<file path="src/rtl/cpu_pkg.sv">
// Shared opcode map, sequencer state encoding and the register-write opcode set.
`default_nettype none
package cpu_pkg;

  localparam logic [3:0] OP_ALU   = 4'h0;
  localparam logic [3:0] OP_IN    = 4'h1;
  localparam logic [3:0] OP_OUT   = 4'h2;
  localparam logic [3:0] OP_JR    = 4'h3;
  localparam logic [3:0] OP_ADDI  = 4'h4;
  localparam logic [3:0] OP_ANDI  = 4'h5;
  localparam logic [3:0] OP_ORI   = 4'h6;
  localparam logic [3:0] OP_LW    = 4'h7;
  localparam logic [3:0] OP_SW    = 4'h8;
  localparam logic [3:0] OP_BEQ   = 4'h9;
  localparam logic [3:0] OP_BNE   = 4'hA;
  localparam logic [3:0] OP_J     = 4'hB;
  localparam logic [3:0] OP_JAL   = 4'hC;
  localparam logic [3:0] OP_UNDEF = 4'hD;
  localparam logic [3:0] OP_NOP   = 4'hE;
  localparam logic [3:0] OP_HLT   = 4'hF;

  typedef enum logic [2:0] {
    S_FETCH  = 3'd0,
    S_DECODE = 3'd1,
    S_MEM    = 3'd2,
    S_IO_IN  = 3'd3,
    S_IO_OUT = 3'd4,
    S_WB     = 3'd5,
    S_HALT   = 3'd6
  } state_t;

  function automatic logic writes_reg(input logic [3:0] op);
    case (op)
      OP_ALU, OP_IN, OP_ADDI, OP_ANDI, OP_ORI, OP_LW, OP_JAL: return 1'b1;
      default: return 1'b0;
    endcase
  endfunction

endpackage
`default_nettype wire

</file>
<file path="src/rtl/seq_counters.sv">
// Retired-instruction counter and ack wait counter for the sequencer.
`default_nettype none
module seq_counters #(
  parameter int RET_W  = 16,
  parameter int WAIT_W = 8
) (
  input  logic              clk,
  input  logic              rst,
  input  logic              retire,
  input  logic              wait_inc,
  input  logic              wait_clr,
  output logic [RET_W-1:0]  retired,
  output logic [WAIT_W-1:0] wait_cnt
);

  always_ff @(posedge clk) begin
    if (rst) begin
      retired  <= '0;
      wait_cnt <= '0;
    end else begin
      if (retire) retired <= retired + 1'b1;
      // A state change restarts the wait window even if the new state also waits.
      if (wait_clr)      wait_cnt <= '0;
      else if (wait_inc) wait_cnt <= wait_cnt + 1'b1;
    end
  end

endmodule
`default_nettype wire

</file>
<file path="src/rtl/instr_sequencer.sv">
// Multi-cycle instruction sequencer: fetch, decode, optional memory/I/O, writeback.
`default_nettype none
module instr_sequencer
  import cpu_pkg::*;
#(
  parameter int RET_W   = 16,
  parameter int TIMEOUT = 255
) (
  input  logic             clk,
  input  logic             rst,
  input  logic [3:0]       op_code,
  input  logic             imem_ack,
  input  logic             dmem_ack,
  input  logic             io_in_valid,
  input  logic             io_out_ready,
  input  logic             run,
  output logic             imem_req,
  output logic             ir_load,
  output logic             dmem_req,
  output logic             dmem_we,
  output logic             io_in_ack,
  output logic             io_out_valid,
  output logic             reg_we,
  output logic             pc_update,
  output logic             halted,
  output logic             illegal,
  output logic             bus_err,
  output logic [2:0]       state,
  output logic [RET_W-1:0] retired
);

  localparam int WAIT_W = $clog2(TIMEOUT + 1);
  localparam logic [WAIT_W-1:0] WAIT_LAST = WAIT_W'(TIMEOUT - 1);

  state_t            state_q;
  state_t            nxt;
  logic [3:0]        op_q;
  logic [3:0]        op_nxt;
  logic [WAIT_W-1:0] wait_cnt;
  logic              waiting;
  logic              expired;

  // Waiting means stuck in FETCH or MEM without the matching ack.
  assign waiting = ((state_q == S_FETCH) && !imem_ack) ||
                   ((state_q == S_MEM)   && !dmem_ack);
  assign expired = waiting && (wait_cnt == WAIT_LAST);

  always_comb begin
    nxt    = state_q;
    op_nxt = op_q;
    case (state_q)
      S_FETCH: begin
        if (imem_ack)     nxt = S_DECODE;
        else if (expired) nxt = S_HALT;
      end
      S_DECODE: begin
        op_nxt = op_code;
        case (op_code)
          OP_LW, OP_SW: nxt = S_MEM;
          OP_IN:        nxt = S_IO_IN;
          OP_OUT:       nxt = S_IO_OUT;
          OP_HLT:       nxt = S_HALT;
          default:      nxt = S_WB;
        endcase
      end
      S_MEM: begin
        if (dmem_ack)     nxt = S_WB;
        else if (expired) nxt = S_HALT;
      end
      S_IO_IN:  if (io_in_valid)  nxt = S_WB;
      S_IO_OUT: if (io_out_ready) nxt = S_WB;
      S_WB:     nxt = S_FETCH;
      S_HALT:   if (run) nxt = S_WB;
      default:  nxt = S_FETCH;
    endcase
  end

  always_ff @(posedge clk) begin
    if (rst) begin
      state_q      <= S_FETCH;
      op_q         <= 4'h0;
      illegal      <= 1'b0;
      bus_err      <= 1'b0;
      imem_req     <= 1'b1;
      dmem_req     <= 1'b0;
      dmem_we      <= 1'b0;
      io_out_valid <= 1'b0;
      reg_we       <= 1'b0;
      pc_update    <= 1'b0;
      halted       <= 1'b0;
    end else begin
      state_q <= nxt;
      op_q    <= op_nxt;
      if ((state_q == S_DECODE) && (op_code == OP_UNDEF)) illegal <= 1'b1;
      if (expired) bus_err <= 1'b1;
      // Moore outputs are registered from the next state so they align with state_q.
      imem_req     <= (nxt == S_FETCH);
      dmem_req     <= (nxt == S_MEM);
      dmem_we      <= (nxt == S_MEM) && (op_nxt == OP_SW);
      io_out_valid <= (nxt == S_IO_OUT);
      reg_we       <= (nxt == S_WB) && writes_reg(op_nxt);
      pc_update    <= (nxt == S_WB);
      halted       <= (nxt == S_HALT);
    end
  end

  assign ir_load   = (state_q == S_FETCH) && imem_ack;
  assign io_in_ack = (state_q == S_IO_IN) && io_in_valid;
  assign state     = state_q;

  seq_counters #(
    .RET_W  (RET_W),
    .WAIT_W (WAIT_W)
  ) u_counters (
    .clk      (clk),
    .rst      (rst),
    .retire   (state_q == S_WB),
    .wait_inc (waiting),
    .wait_clr (nxt != state_q),
    .retired  (retired),
    .wait_cnt (wait_cnt)
  );

endmodule
`default_nettype wire

</file>
<file path="config.mk">
export PLATFORM = sky130hd
export DESIGN_NAME = instr_sequencer
export DESIGN_NICKNAME = d
export VERILOG_FILES = /design/src/rtl/cpu_pkg.sv /design/src/rtl/seq_counters.sv /design/src/rtl/instr_sequencer.sv
export SDC_FILE = /design/constraint.sdc
export NUM_CORES = 1
export LEC_CHECK = 0
export BUFFER_PORTS_ARGS = -buffer_cell sky130_fd_sc_hd__buf_2
export CORE_AREA = 2 2 64 66
export CTS_CLUSTER_DIAMETER = 40
export CTS_CLUSTER_SIZE = 30
export DETAILED_ROUTE_END_ITERATION = 10
export DIE_AREA = 0 0 66 68
export PLACE_DENSITY = 0.75
export SYNTH_ARGS = -nofsm -noshare
export SYNTH_HDL_FRONTEND = slang
export SYNTH_HIERARCHICAL = 1
export SYNTH_SLANG_ARGS = --single-unit
</file>
<file path="constraint.sdc">
create_clock -name clk -period 2.3 [get_ports clk]
set_input_delay 0.115 -clock clk [delete_from_list [all_inputs] [get_ports clk]]
set_output_delay 0.115 -clock clk [all_outputs]
set_load 0.03 [all_outputs]
</file>
==> flow_metrics.tcl <==
set metrics [dict create \
    status "completed" \
    drv_slew 0 \
    crit_type "flip-flop to flip-flop" \
    die_x_um 66 \
    synthArstFlopShare_pct 0 \
    ys.flop_type "dfxtp_1" \
    h-tree-depth 2 \
    antenna_found_initial 0 \
    grt_use_total_pct 17.9 \
    ys_ff_latch 40 \
    synthMuxAreaShare_pct 4.31 \
    clock_latency_ns 0.29 \
    path_clk_slew_ns 0.07 \
    clock_path_buffers 2 \
    drt-initial-drc-count 56 \
    cts.sinks 40 \
    synth_top_family_by_area "simple AND/OR/NAND/NOR gates" \
    synth_compound_area_share_pct 10.7 \
    cts_tree "done" \
    cts.hold.buffers_added 0 \
    place.gp.congestion 0.822 \
    die_y_um 68 \
    timing.slew.headroom_pct 62.6 \
    drt-wirelength-per-cell_um 12.7 \
    arrival_ns 2.28 \
    layout-drive-gt1-share_pct 27.7 \
    rr_worst_depth 6 \
    hold_violations 0 \
    yosys.area_share.xor_xnor_pct 8.55 \
    cts_setup_buffers 0 \
    maxCapViolCount 0 \
    rows 23 \
    grt_pass1_vias 1407 \
    finalCriticalPeriod_ns 2.06 \
    placed_area_um2 2180 \
    period_share_pct 89.4 \
    hold_path_class "input pin to flip-flop" \
    fin_ws_ns 0.244 \
    vias 1571 \
    critPathSlowestCell "dfxtp_1" \
    final_util_pct 59.1 \
    core-area_um2 3860 \
    tns_ns 0 \
    io_pins 41 \
    cts_root_buf "clkbuf_8" \
    routed_wl_um 3790 \
    tightest_slew_ns 0.560 \
    grt_max_degree 28 \
    dieArea_um2 4490 \
    ant_nets 0 \
    yosysWarnings 6 \
    design_area_um2 2280 \
    io_buffers 40 \
    synth-edff-count 0 \
    crit_chain "mux2i_1 -> a21oi_1 -> o31ai_1 -> o221ai_1 -> or2_2 -> a21oi_1" \
    grt_overflow_total 0 \
    critPathMaxStageDelay_ns 0.65 \
    start_util_pct 50.5 \
    report.final.setup_viol 0 \
    max-vdd-ir-drop_uv 335 \
    drt_pass1_iterations 4 \
    crit_family "compound AO/OA/AOI/OAI gates" \
    startpoint_type "flip-flop" \
    ys_seq_area_share_pct 41.1 \
    drc_errors 0 \
    total_power_mw 1.62 \
    rsz0062_at_grt "no" \
    clock_skew_ns 0.00373 \
    max_freq_mhz 486 \
    worstPathMaxFanout 14 \
    cp_num_cells 6 \
    cts_buffers 5 \
    cts_resized 0 \
    synth_nets 221 \
    areaGrowthSynthToFinish_pct 17.1 \
    synthAdderAreaFrac_pct 1.29 \
    synthDistinctLibCells 50 \
    final_net_count 262 \
    power-per-cell-area_nw_per_um2 709 \
    netlist_instances 208 \
    post-place-ws_ns 0.262 \
    crit_path_frequent_cell "a21oi_1" \
    dp_hpwl_um 2820 \
    critPathBufInv 0 \
    p_leak_nw 0.927 \
    critPathRequiredTime_ns 2.52 \
    holdPathStages 3 \
    synth.avg_cell_area_um2 9.36 \
    diodes 0 \
    synth_simple_gate_area_share_pct 30.9 \
    grt_pass1_wl_um 6070 \
    critPathCaptureType "flip-flop" \
    viasPerCell 5.25 \
    syn_area_um2 1950 \
]
==> cell families (layout without fill, tap and decap cells) <==
family	count (synthesis)	in the layout
compound gates	28	28
xor+xnor	19	19
fa+ha+maj	2	2
buf+inv	12	53
flops	40	40
mux	8	8
simple gates	99	99
==> metal layers <==
layer	wire, um	up-vias	track usage (%)
li1	-	820	-
met1	1870	712	22.8
met2	1650	31	28.4
met3	184	8	4.28
met4	77	0	9.18
met5	0	-	0
==> cell usage in the layout (no fill, tap or decap), drive strengths merged, types with 3 or more instances in the layout <==
cell type	n
and2	3
dfxtp	40
inv	3
nand4	9
mux2i	5
xnor2	9
nand2	10
buf	43
nor2	31
a21oi	12
nand3	6
mux2	3
nor3	7
nor2b	5
clkbuf	7
a211oi	3
xor2	10
or3	3
o21ai	4
and3	6
nor4	5
==> path summary, 6_finish.rpt <==
| check | from | to | slack (ns) |
|---|---|---|---|
| worst max-delay path | state[1] | u_counters/wait_cnt[5] | 0.24 |
| worst min register to register | bus_err | bus_err | 0.47 |
| worst max register to register | state[1] | u_counters/wait_cnt[5] | 0.24 |
| worst min-delay path | op_code[2] | op_q[2] | 0.23 |
==> worst register-to-register path, delay by kind of cell, from the launching register on <==
family / cells / cell delay, ns
AND/OR/NAND/NOR: 1 / 0.40
AO/OA/AOI/OAI: 4 / 0.69
multiplexers: 1 / 0.25
flip-flops: 1 / 0.65
==> through the flow <==
stage          hold slack [ns]  cells
2_1_floorplan            0.322    208
3_3_place_gp             0.447    292
3_5_place_dp             0.457    292
4_1_cts                  0.221    299
5_1_grt                  0.294    299
6_report                 0.227    299
==> area by class of cell <==
class / instances / area, um^2
multi-input cells: 156 / 1090
flip-flops and latches: 40 / 801
well taps: 50 / 62.6
inverters: 3 / 11.3
clock buffers: 7 / 96.3
fillers: 355 / 1580
repair buffers: 43 / 223
==> power breakdown <==
part	leakage [nW]	switching, mW	internal, mW
clock	0.0503	0.222	0.267
sequential	0.324	0.0424	0.728
combinational	0.553	0.210	0.147
==> cells in the mapped netlist (all sizes together), types with 2 or more instances <==
library cell | n | share of area [%]
dfxtp | 40 | 41
nor2 | 31 | 6.1
a21oi | 12 | 3.3
nand2 | 10 | 1.9
xor2 | 10 | 4.5
nand4 | 9 | 4.0
xnor2 | 9 | 4.0
nor3 | 7 | 2.1
and3 | 6 | 1.9
buf | 6 | 1.9
nand3 | 6 | 1.5
mux2i | 5 | 2.6
nor2b | 5 | 1.6
nor4 | 5 | 2.9
o21ai | 4 | 1.0
a211oi | 3 | 2.4
and2 | 3 | 0.96
clkbuf | 3 | 0.58
inv | 3 | 0.58
mux2 | 3 | 1.7
or3 | 3 | 1.0
a31oi | 2 | 0.64
and4 | 2 | 0.90
and4b | 2 | 1.0
ha | 2 | 1.3
nor4b | 2 | 0.90
o31ai | 2 | 0.77
==> state kept, by name, indices dropped and copies added (netlist names), 3 cells and up <==
| name | cells |
|---|---|
| state | 3 |
| u_counters/wait_cnt | 8 |
| u_counters/retired | 16 |
| op_q | 4 |
Power figures use the tool's default switching activity.
